$ cat src/rtl/mux_rr_sched.sv
// mux_rr_sched: round-robin scheduler for four requesters sharing one nibble
// channel. Grants are packet-atomic, a beat limit forces rotation, and the
// selected nibble is presented through a registered valid/ready output stage.
module mux_rr_sched #(
    parameter int unsigned MAX_BURST = 8
) (
    input  logic        inClk,
    input  logic        inRstn,
    input  logic [3:0]  inReq,
    input  logic [15:0] inData,
    input  logic [3:0]  inLast,
    input  logic        inReady,
    output logic [3:0]  outAck,
    output logic [3:0]  outGnt,
    output logic [1:0]  outSel,
    output logic [3:0]  outData,
    output logic        outValid,
    output logic        outBusy
);

    localparam logic [0:0] IDLE = 1'b0;
    localparam logic [0:0] XFER = 1'b1;
    localparam logic [7:0] MAX_BURST_C = 8'(MAX_BURST);

    logic [0:0] state_q, state_d;
    logic [1:0] ptr_q, ptr_d;
    logic [7:0] cnt_q, cnt_d;
    logic [3:0] gnt_q, gnt_d;
    logic [1:0] sel_q, sel_d;
    logic [3:0] data_q, data_d;
    logic       valid_q, valid_d;
    logic       can_load_s;
    logic       accept_s;
    logic       release_s;
    logic [3:0] lane_s;

    // First set request bit searching ptr+1, ptr+2, ptr+3, ptr (mod 4).
    function automatic logic [1:0] rr_pick(input logic [3:0] req, input logic [1:0] ptr);
        logic [1:0] idx;
        logic       found;
        rr_pick = ptr;
        found   = 1'b0;
        for (int k = 1; k <= 4; k++) begin
            idx = ptr + 2'(k);
            if (!found && req[idx]) begin
                rr_pick = idx;
                found   = 1'b1;
            end
        end
    endfunction

    // 4:1 nibble multiplexer driven by the registered select.
    function automatic logic [3:0] lane_pick(input logic [15:0] data, input logic [1:0] idx);
        case (idx)
            2'd0:    lane_pick = data[3:0];
            2'd1:    lane_pick = data[7:4];
            2'd2:    lane_pick = data[11:8];
            2'd3:    lane_pick = data[15:12];
            default: lane_pick = 4'h0;
        endcase
    endfunction

    function automatic logic [3:0] one_hot(input logic [1:0] idx);
        one_hot = 4'b0001 << idx;
    endfunction

    // The output register may load when empty or being consumed this cycle.
    assign can_load_s = !valid_q || inReady;
    assign accept_s   = (state_q == XFER) && inReq[sel_q] && can_load_s;
    assign release_s  = accept_s && (inLast[sel_q] || ((cnt_q + 8'd1) == MAX_BURST_C));
    assign lane_s     = lane_pick(inData, sel_q);

    assign outAck   = accept_s ? one_hot(sel_q) : 4'b0000;
    assign outGnt   = gnt_q;
    assign outSel   = sel_q;
    assign outData  = data_q;
    assign outValid = valid_q;
    assign outBusy  = (state_q == XFER);

    // Next-state logic: arbitration in IDLE, beat transfer and release in XFER.
    always_comb begin
        state_d = state_q;
        ptr_d   = ptr_q;
        cnt_d   = cnt_q;
        gnt_d   = gnt_q;
        sel_d   = sel_q;
        data_d  = data_q;
        // Drain a consumed beat unless a new one replaces it below.
        if (valid_q && inReady) begin
            valid_d = 1'b0;
        end else begin
            valid_d = valid_q;
        end
        case (state_q)
            IDLE: begin
                if (inReq != 4'b0000) begin
                    sel_d   = rr_pick(inReq, ptr_q);
                    gnt_d   = one_hot(rr_pick(inReq, ptr_q));
                    cnt_d   = 8'd0;
                    state_d = XFER;
                end else begin
                    gnt_d   = 4'b0000;
                end
            end
            XFER: begin
                if (accept_s) begin
                    data_d  = lane_s;
                    valid_d = 1'b1;
                    cnt_d   = cnt_q + 8'd1;
                    if (release_s) begin
                        ptr_d   = sel_q;
                        gnt_d   = 4'b0000;
                        state_d = IDLE;
                    end else begin
                        state_d = XFER;
                    end
                end else begin
                    // Grant and counter hold through stalls and backpressure.
                    state_d = XFER;
                end
            end
            default: begin
                state_d = IDLE;
                gnt_d   = 4'b0000;
            end
        endcase
    end

    // State and output registers; reset leaves requester 0 at top priority.
    always_ff @(posedge inClk or negedge inRstn) begin
        if (!inRstn) begin
            state_q <= IDLE;
            ptr_q   <= 2'd3;
            cnt_q   <= 8'd0;
            gnt_q   <= 4'b0000;
            sel_q   <= 2'd0;
            data_q  <= 4'h0;
            valid_q <= 1'b0;
        end else begin
            state_q <= state_d;
            ptr_q   <= ptr_d;
            cnt_q   <= cnt_d;
            gnt_q   <= gnt_d;
            sel_q   <= sel_d;
            data_q  <= data_d;
            valid_q <= valid_d;
        end
    end

endmodule

$ cat config.mk
export PLATFORM = sky130hd
export DESIGN_NAME = mux_rr_sched
export DESIGN_NICKNAME = d
export VERILOG_FILES = /design/src/rtl/mux_rr_sched.sv
export SDC_FILE = /design/constraint.sdc
export NUM_CORES = 1
export LEC_CHECK = 0
export ABC_AREA = 0
export CAP_MARGIN = 10
export CORE_UTILIZATION = 43
export CTS_BUF_LIST = sky130_fd_sc_hd__clkbuf_8
export DETAILED_ROUTE_END_ITERATION = 12
export GPL_TIMING_DRIVEN = 0
export PLACE_DENSITY = 0.74
export SETUP_SLACK_MARGIN = 0.2
export SLEW_MARGIN = 30
export SYNTH_ARGS = -nofsm -noshare
export SYNTH_HDL_FRONTEND = slang
export SYNTH_SLANG_ARGS = --single-unit
$ cat constraint.sdc
create_clock -name inClk -period 1.6 [get_ports inClk]
set_input_delay 0.32 -clock inClk [delete_from_list [all_inputs] [get_ports inClk]]
set_output_delay 0.32 -clock inClk [all_outputs]
set_load 0.02 [all_outputs]
==> results of run 1 <==
[what timing repair did]
action | CTS | global route
endpoints found under the setup margin | 37 | 28
buffers inserted | 13 | 7
resized for setup | 75 | 13
pin swaps | 3 | 5
[report_power, final]
part	switching (W)	internal, W
sequential	0.000189	0.000783
combinational	0.00130	0.00153
clock	0.000197	0.000220
[cell usage after synthesis (3+ instances only)]
cell	number	area share, %
nor4_1	3	1.4
o21ai_0	13	4.8
and3_1	3	1.4
nand2_1	18	5.0
o31ai_1	3	1.7
nand3_1	6	2.2
inv_1	4	1.1
dfrtp_1	20	37
mux2_4	6	6.7
clkbuf_1	3	0.84
nand2b_1	3	1.4
nor2_1	7	2.0
o22ai_1	3	1.4
mux4_2	6	10
[logic make-up (layout without fill, tap and decap cells)]
group,after synthesis,count (layout)
buf+inv,11,77
fa+ha+maj,1,1
flops,22,22
simple gates,49,49
mux,14,14
compound gates,32,32
xor+xnor,2,2
[area by class of cell]
| cell class | instances | share of cell area [%] |
|---|---|---|
| Tap cell | 31 | 1.75 |
| Buffer | 7 | 4.63 |
| Sequential cell | 22 | 25.1 |
| Inverter | 4 | 0.678 |
| Timing Repair Buffer | 62 | 26.7 |
| Multi-Input combinational cell | 98 | 38.6 |
| Clock buffer | 4 | 2.49 |
[state kept, by name, summed over array words and instances (netlist names)]
signal / count
outBusy: 1
outData: 4
cnt_q: 8
outGnt: 4
outValid: 1
ptr_q: 2
outSel: 2
[stage by stage]
step           setup TNS (ps)  cell area [um2]
2_1_floorplan           -1150             1420
3_3_place_gp           -14390             1880
3_5_place_dp           -14720             1870
4_1_cts                 -4960             2130
5_1_grt                 -7880             2210
6_report                -6620             2210
[per-layer routing]
metal  global-route usage [%]  up-vias
met1                     28.9      635
li1                         -      614
met5                        0        -
met3                     5.13        5
met4                     6.80        0
met2                     45.5       34
[path summary, 6_finish.rpt]
path / startpoint / endpoint / slack (ps) / cells past startpoint
setup / recovery: outSel[1] / outAck[3] / -480 / 5
hold / removal: inRstn / cnt_q[5] / -3 / 1
setup reg to reg: outSel[1] / cnt_q[5] / -410 / 10
hold reg to reg: outData[0] / outData[0] / 510 / 1
max in group asynchronous: inRstn / outSel[1] / 1240 / 1
min in group inClk: inReady / outValid / 490 / 3
[worst reg2reg max path, cell delays in order, from the launching register on]
cell	delay (ps)
dfrtp_2	390
mux4_2	530
buf_4	160
buf_6	110
buf_6	100
buf_6	110
nand3_4	90
buf_6	140
a31oi_1	50
o21ai_1	140
o41ai_1	80
==> results.py, run 1 <==
metrics = {
    "run_status": {
        "status": "finished with violations",
        "violations": "negative hold slack, negative setup slack",
    },
    "logic_synthesis": {
        "synth_top_family_by_area": "multiplexers",
        "synth-compound-area-share_pct": 16.1,
        "ys_seq_elements": 22,
        "syn_nets": 159,
        "synth_enable_flop_cells": 0,
        "synth_ff_type": "dfrtp_1",
        "synth_fa_ha_area_share_pct": 0.930,
        "syn_inst": 131,
        "synth_cell_types": 39,
        "async_reset_ff_share_pct": 100,
        "yosysWarnings": 0,
        "synth_area_per_cell_um2": 10.3,
        "synth_mux_area_share_pct": 18.2,
        "ys_seq_area_share_pct": 41.1,
        "netlist_area_um2": 1350,
        "yosys.area_share.simple_pct": 18.1,
        "synth_xor_area_share_pct": 1.30,
    },
    "place": {
        "dp.cells": 204,
        "post-place-ws_ps": -1140,
        "dpl.hpwl_um": 2540,
        "routabilityCongestion": 0.892,
        "port_buffers": 42,
    },
    "timing": {
        "min_period_ps": 2080,
        "setup_viol": 23,
        "maxSlewViolCount": 0,
        "hold_viol": 3,
        "slew_headroom_pct": 67.4,
        "skew_ps": 1.70,
        "timing.hold.ws_ps": -2.95,
        "fmax_mhz": 482,
        "rsz0062_at_grt": "true",
        "tightest_slew_ps": 489,
        "layout_setup_ws_ps": -476,
        "min_period_over_period_pct": 130,
    },
    "clocking": {
        "clkTransAtPathRegs_ps": 80,
        "insertion_delay_ps": 270,
        "cts_buffer_depth": 2,
        "cts_sinks": 22,
        "cts_root_buf": "clkbuf_8",
        "tritoncts.num_buffers": 3,
        "htreeDepth": 1,
        "postCtsHoldBufs": 0,
        "cts_tree": "done",
    },
    "final_layout": {
        "seqCellArea_um2": 557,
        "nets": 226,
        "fin_util_pct": 77.6,
        "fillers": 190,
        "final_cell_mix": "clkdlybuf4s50_1 (20), nand2_1 (17), dfrtp_1 (17), buf_6 (16), dlygate4sd2_1 (15)",
        "diodes": 0,
        "syn_to_final_growth_pct": 64.7,
        "multi_input_area_um2": 856,
        "stdcell_count": 228,
        "final_common_cell": "clkdlybuf4s50_1",
        "drive_above_1_share_pct": 39.6,
    },
    "worst_setup_path": {
        "endpoint_kind": "output pin",
        "crit_arrival_ps": 1760,
        "crit_buf_inv": 2,
        "crit_chain": "mux4_2 -> and3_4 -> buf_8 -> and3_4 -> buf_6",
        "cp-start-kind": "flop",
        "crit_required_ps": 1280,
        "path_common_cell": "and3_4",
        "crit_family": "multiplexers",
        "worstSetupPathType": "reg -> out",
        "slowest_stage": "mux4_2",
        "slowest_delay_ps": 530,
        "crit_path_max_fanout": 4,
    },
    "routing": {
        "drc_errors": 0,
        "wl_met3_um": 139,
        "wire_per_inst_um": 17.2,
        "wl_met1_um": 1640,
        "vias": 1288,
        "dr_wl_met2_um": 2110,
        "routed.top_layer": "met4",
        "drtIter0Drc": 64,
        "wl_um": 3930,
        "first_pass_iters": 4,
        "vias_per_cell": 5.65,
        "ant_nets": 0,
    },
    "die": {
        "dieWidth_um": 57.9,
        "ioPinCount": 43,
        "fp.coreArea_um2": 2850,
        "rows": 19,
        "die_area_um2": 3360,
        "start_util_pct": 47.1,
        "die_h_um": 57.9,
    },
    "global_route": {
        "track_usage_pct": 24.7,
        "grt_overflow": 0,
        "grt_max_degree": 23,
        "first_global_vias": 1346,
        "grt_pass1_wl_um": 6290,
        "antenna_found_initial": 0,
    },
    "pwr": {
        "ir_drop_mv": 1.27,
        "design_power_total_w": 0.00422,
        "power.density_nw_per_um2": 1910,
        "p_leak_nw": 0.979,
    },
    "run": {
        "maxCapViolCount": 0,
    },
    "min_path": {
        "hold_class": "in -> async",
    },
}
Note: power is estimated with default switching activity, not from simulation.
==> inputs of run 2 (changes only) <==
--- a/config.mk
+++ b/config.mk
@@ -7,11 +7,11 @@
 export LEC_CHECK = 0
 export ABC_AREA = 0
 export CAP_MARGIN = 10
-export CORE_UTILIZATION = 43
+export CORE_UTILIZATION = 51
 export CTS_BUF_LIST = sky130_fd_sc_hd__clkbuf_8
 export DETAILED_ROUTE_END_ITERATION = 12
 export GPL_TIMING_DRIVEN = 0
-export PLACE_DENSITY = 0.74
+export PLACE_DENSITY = 0.83
 export SETUP_SLACK_MARGIN = 0.2
 export SLEW_MARGIN = 30
 export SYNTH_ARGS = -nofsm -noshare
==> constraint.sdc (replaced) <==
create_clock -name inClk -period 2.6 [get_ports inClk]
set_input_delay 0.52 -clock inClk [delete_from_list [all_inputs] [get_ports inClk]]
set_output_delay 0.52 -clock inClk [all_outputs]
set_load 0.02 [all_outputs]
==> results.py, run 2 (synthesis results as in run 1) <==
metrics = {
    "final_layout": {
        "largest_reg_flops": 8,
        "final_cell_mix": "clkdlybuf4s50_1 (33), dfrtp_1 (19), nand2_1 (18), o21ai_0 (13)",
        "fillers": 165,
        "stdcell_count": 211,
        "nets": 210,
        "top_register": "cnt_q",
        "drive_above_1_share_pct": 22.7,
        "syn_to_final_growth_pct": 39.1,
        "diodes": 0,
        "final_common_cell": "clkdlybuf4s50_1",
    },
    "worst_setup_path": {
        "reg2reg_depth": 6,
        "path_common_cell": "and3_4",
        "slowest_stage": "mux4_2",
        "endpoint_kind": "output pin",
        "crit_required_ps": 2080,
        "cp-start-kind": "flop",
        "worstSetupPathType": "reg -> out",
        "slowest_delay_ps": 520,
        "r2r-end": "outGnt[1]",
        "crit_chain": "mux4_2 -> and3_4 -> buf_8 -> and3_4 -> buf_6",
        "crit_path_max_fanout": 10,
        "r2r_start": "ptr_q[1]",
        "crit_arrival_ps": 1810,
        "rrSetupSlack_ps": 630,
    },
    "timing": {
        "min_period_ps": 2330,
        "slew_headroom_pct": 58.5,
        "rsz0062_at_grt": "false",
        "setup_viol": 0,
        "tightest_slew_ps": 617,
        "skew_ps": 7.08,
        "maxSlewViolCount": 0,
        "hold_viol": 0,
        "layout_setup_ws_ps": 269,
        "fmax_mhz": 429,
        "min_period_over_period_pct": 89.7,
    },
    "pwr": {
        "power.density_nw_per_um2": 1100,
        "ir_drop_mv": 0.924,
        "p_leak_nw": 0.807,
    },
    "routing": {
        "wl_um": 3340,
        "vias_per_cell": 5.91,
        "vias": 1246,
        "first_pass_iters": 4,
        "ant_nets": 0,
        "wire_per_inst_um": 15.8,
        "drc_errors": 0,
        "drtIter0Drc": 29,
    },
    "place": {
        "dp.cells": 203,
        "routabilityCongestion": 0.775,
        "port_buffers": 42,
        "post-place-ws_ps": -535,
        "dpl.hpwl_um": 2420,
    },
    "global_route": {
        "grt_overflow": 0,
        "antenna_found_initial": 0,
        "grt_max_degree": 23,
        "first_global_vias": 1210,
        "track_usage_pct": 25.7,
        "grt_pass1_wl_um": 5200,
    },
    "min_path": {
        "hold_class": "in -> async",
    },
    "die": {
        "die_h_um": 53.4,
        "start_util_pct": 54.3,
        "fp.coreArea_um2": 2480,
        "dieWidth_um": 53.4,
        "rows": 18,
        "ioPinCount": 43,
        "die_area_um2": 2850,
    },
    "clocking": {
        "htreeDepth": 1,
        "cts_tree": "done",
        "cts_sinks": 22,
        "cts_buffer_depth": 2,
        "cts_root_buf": "clkbuf_8",
        "clkTransAtPathRegs_ps": 80,
        "tritoncts.num_buffers": 3,
        "insertion_delay_ps": 270,
    },
    "run": {
        "maxCapViolCount": 0,
    },
    "run_status": {
        "status": "finished, final reports clean",
    },
}
## run 2: cell types whose count changed in the layout (fill, tap and decap cells not counted), sizes merged
cell / before / now
dlygate4sd2: 15 / 1
clkbuf: 6 / 9
dlygate4sd1: 0 / 1
buf: 31 / 13
clkdlybuf4s15: 1 / 0
clkdlybuf4s50: 20 / 33
## run 2: cell type report
type	count	area (um2)	share of cell area, %
Buffer	7	46.3	2.47
Clock buffer	4	55.1	2.94
Inverter	4	15.0	0.803
Multi-Input combinational cell	98	741	39.6
Sequential cell	22	554	29.6
Tap cell	30	37.5	2.01
Timing Repair Buffer	46	422	22.5
## run 2: worst max path at each step
stage	start	to	slack, ps	depth (start not counted)
floorplan	outSel[1]	outAck[3]	470	4
global placement	inReq[1]	outAck[3]	-510	6
detailed placement	inReq[1]	outAck[3]	-530	6
CTS	inReq[0]	outAck[3]	50	6
global route	inReady	outAck[0]	210	5
finish	outSel[1]	outAck[3]	270	5
## run 2: per-layer routing
metal | vias up | routed length [um] | global-route usage (%) | part of all wire, %
li1 | 581 | - | - | -
met4 | 0 | 38 | 9.65 | 1.1
met2 | 47 | 1740 | 44.8 | 52
met5 | - | 0 | 0 | 0
met1 | 612 | 1410 | 29.7 | 42
met3 | 6 | 148 | 6.61 | 4.4
## run 2: stage by stage
step | area, um2 | total power [W] | hold WS (ps) | setup TNS, ps | utilization [%]
floorplan | 1350 | 0.00136 | 224 | 0 | -
global placement | 1800 | 0.00171 | 493 | -987 | 72.8
detailed placement | 1800 | 0.00175 | 502 | -1040 | 72.8
CTS | 1870 | 0.00202 | 520 | 0 | 75.6
global route | 1870 | 0.00219 | 247 | 0 | 75.5
finish | 1870 | 0.00207 | 200 | 0 | 75.5
## run 2: worst max-delay path: cells and delay by family (launching register included)
kind                   cells  cell delay (ps)
buffers and inverters      2              260
muxes                      1              520
and+or+nand+nor            2              380
DFF                        1              390
## run 2: timing repair
action | in CTS | in global routing
buffers inserted | 2 | 2
gates resized for setup | 20 | 13
pin swaps | 0 | 0
endpoints found under the setup margin | 4 | 3
hold buffers | 0 | 0
## run 2: report_power, final
part / switching (W) / total, W / internal, W
Clock: 0.000116 / 0.000251 / 0.000135
Combinational: 0.000609 / 0.00124 / 0.000630
Sequential: 0.0000980 / 0.000577 / 0.000479
Total: 0.000823 / 0.00207 / 0.00124
==> inputs of run 3 (changes only) <==
--- a/config.mk
+++ b/config.mk
@@ -5,14 +5,15 @@
 export SDC_FILE = /design/constraint.sdc
 export NUM_CORES = 1
 export LEC_CHECK = 0
-export ABC_AREA = 0
+export ABC_AREA = 1
+export ABC_CLOCK_PERIOD_IN_PS = 2600
 export CAP_MARGIN = 10
-export CORE_UTILIZATION = 51
+export CORE_UTILIZATION = 52
 export CTS_BUF_LIST = sky130_fd_sc_hd__clkbuf_8
 export DETAILED_ROUTE_END_ITERATION = 12
 export GPL_TIMING_DRIVEN = 0
-export PLACE_DENSITY = 0.83
-export SETUP_SLACK_MARGIN = 0.2
+export PLACE_DENSITY = 0.84
+export SETUP_SLACK_MARGIN = 0.15
 export SLEW_MARGIN = 30
 export SYNTH_ARGS = -nofsm -noshare
 export SYNTH_HDL_FRONTEND = slang
==> results.py, run 3 <==
metrics = {
    "timing": {
        "setup_tns_ps": 0,
        "setup_viol": 0,
        "fmax_mhz": 423,
        "tightest_slew_ps": 487,
        "maxSlewViolCount": 0,
        "skew_ps": 3.29,
        "min_period_over_period_pct": 90.9,
        "slew_headroom_pct": 67.5,
        "min_period_ps": 2360,
        "rsz0062_at_grt": "false",
        "hold_viol": 0,
    },
    "place": {
        "routabilityCongestion": 0.746,
        "post_dp_cell_area_um2": 1850,
        "dp.cells": 280,
        "port_buffers": 42,
        "dpl.hpwl_um": 2390,
    },
    "final_layout": {
        "drive_above_1_share_pct": 12.8,
        "fillers": 202,
        "largest_reg_flops": 8,
        "fin_util_pct": 77.2,
        "final_cell_mix": "nand2_1 (85), clkdlybuf4s50_1 (37), inv_1 (22), nand3_1 (22), dfrtp_1 (18)",
        "nets": 286,
        "diodes": 0,
        "syn_to_final_growth_pct": 38.5,
        "final_common_cell": "nand2_1",
        "final_area_um2": 1930,
        "top_register": "cnt_q",
        "stdcell_count": 287,
    },
    "pwr": {
        "p_leak_nw": 0.966,
        "pwr-share-seq_pct": 28.9,
        "switching_power_w": 0.000954,
        "ir_drop_mv": 0.761,
        "sw_frac_of_total_pct": 46.9,
        "internal_power_w": 0.00108,
        "p_comb_share_pct": 59.3,
        "p_clk_share_pct": 11.8,
        "power.density_nw_per_um2": 1050,
    },
    "logic_synthesis": {
        "netlist_top_cells_area": "dfrtp_1 (36%), nand2_1 (23%), nand3_1 (7.9%)",
        "yosysMostFrequentCell": "nand2_1",
        "ys_seq_area_share_pct": 39.7,
        "synth_cell_types": 25,
        "synthTopCellsByCount": "nand2_1 (85), inv_1 (23), nand3_1 (22), dfrtp_1 (20), nor2_1 (13)",
        "synth_top_cell_by_area": "dfrtp_1",
        "synth_enable_flop_cells": 0,
        "syn_nets": 236,
        "synth_ff_type": "dfrtp_1",
        "syn_inst": 208,
        "netlist_area_um2": 1390,
        "yosysWarnings": 0,
        "ys_seq_elements": 22,
        "synth_top_area_share_pct": 35.9,
        "synth_area_per_cell_um2": 6.70,
        "async_reset_ff_share_pct": 100,
    },
    "worst_setup_path": {
        "crit_required_ps": 2080,
        "endpoint_kind": "output pin",
        "r2r_start": "cnt_q[0]",
        "crit_path_max_fanout": 10,
        "r2r-end": "outBusy",
        "cp-start-kind": "input port",
        "crit_arrival_ps": 1840,
        "worstSetupPathType": "in -> out",
        "reg2reg_depth": 10,
        "rrSetupSlack_ps": 830,
    },
    "clocking": {
        "tritoncts.num_buffers": 3,
        "cts_sinks": 22,
        "cts_buffer_depth": 2,
        "htreeDepth": 1,
        "clkTransAtPathRegs_ps": 70,
        "postCtsHoldBufs": 0,
        "insertion_delay_ps": 260,
        "cts_root_buf": "clkbuf_8",
        "cts_tree": "done",
    },
    "routing": {
        "drtIter0Drc": 31,
        "ant_nets": 0,
        "first_pass_iters": 4,
        "wl_um": 3380,
        "vias": 1488,
        "wire_per_inst_um": 11.8,
        "vias_per_cell": 5.18,
        "drc_errors": 0,
    },
    "die": {
        "start_util_pct": 55.7,
        "fp.coreArea_um2": 2500,
        "die_area_um2": 2890,
        "die_h_um": 53.8,
        "dieWidth_um": 53.8,
        "ioPinCount": 43,
        "rows": 18,
    },
    "global_route": {
        "grt_max_degree": 23,
        "track_usage_pct": 25.0,
        "grt_overflow": 0,
        "grt_pass1_wl_um": 5230,
        "antenna_found_initial": 0,
        "first_global_vias": 1263,
    },
    "run_status": {
        "status": "finished, final reports clean",
    },
    "min_path": {
        "hold_class": "in -> async",
    },
    "run": {
        "maxCapViolCount": 0,
    },
}
run 3: repair_timing:
item	in CTS	in global routing
pin swaps	0	1
setup endpoints to repair	4	4
gates resized for setup	22	5
buffers inserted	0	3
run 3: cell type report:
| type | instances | area [um2] | area share (%) |
|---|---|---|---|
| multi-input cells | 157 | 739 | 38.3 |
| flip-flops and latches | 22 | 556 | 28.8 |
| repair buffers | 45 | 418 | 21.7 |
| inverters | 26 | 97.6 | 5.06 |
| clock buffers | 4 | 55.1 | 2.85 |
| well taps | 30 | 37.5 | 1.95 |
| plain buffers | 3 | 26.3 | 1.36 |
run 3: worst max-delay path by stage:
stage | start | endpoint | slack [ps] | cells past startpoint
floorplan | outSel[1] | outAck[0] | 350 | 6
global placement | inReq[0] | outAck[1] | -230 | 7
detailed placement | inReq[0] | outAck[1] | -260 | 7
CTS | inReq[0] | outAck[2] | 180 | 7
global route | inReq[0] | outAck[1] | 150 | 7
finish | inReq[0] | outAck[1] | 240 | 7
run 3: kinds of logic after synthesis:
group / share of synthesized area, %
buf+inv: 8.44
fa+ha+maj: 0.898
flops: 39.7
compound gates: 11.4
simple gates: 38.9
xor+xnor: 0.629
run 3: worst max-delay path: stages:
cell and delay (ps):
clkdlybuf4s50_1 520, a22oi_1 100, nand2_1 110, nand3_2 100, buf_6 170, nor3_1 130, buf_2 190
run 3: metal layers:
metal / global-route usage [%] / part of all wire, % / vias to the layer above / wire (um)
li1: - / - / 764 / -
met1: 32.6 / 47 / 672 / 1600
met2: 41.8 / 48 / 47 / 1610
met3: 1.98 / 3.4 / 5 / 114
met4: 11.4 / 1.6 / 0 / 53
met5: 0 / 0 / - / 0
run 3: per-stage QoR:
stage | hold slack (ps) | setup WS [ps] | total power (W)
finish | 210 | 236 | 0.00203
global route | 236 | 154 | 0.00220
CTS | 496 | 176 | 0.00198
detailed placement | 478 | -260 | 0.00171
global placement | 473 | -231 | 0.00169
floorplan | 224 | 348 | 0.00132
run 3: power groups by stage:
stage / sequential, W / clock [W] / combinational [W]
3_3_place_gp: 0.000575 / 0 / 0.00111
3_5_place_dp: 0.000576 / 0 / 0.00113
6_report: 0.000588 / 0.000240 / 0.00120
5_1_grt: 0.000604 / 0.000254 / 0.00134
4_1_cts: 0.000584 / 0.000245 / 0.00115
2_1_floorplan: 0.000648 / 0 / 0.000671
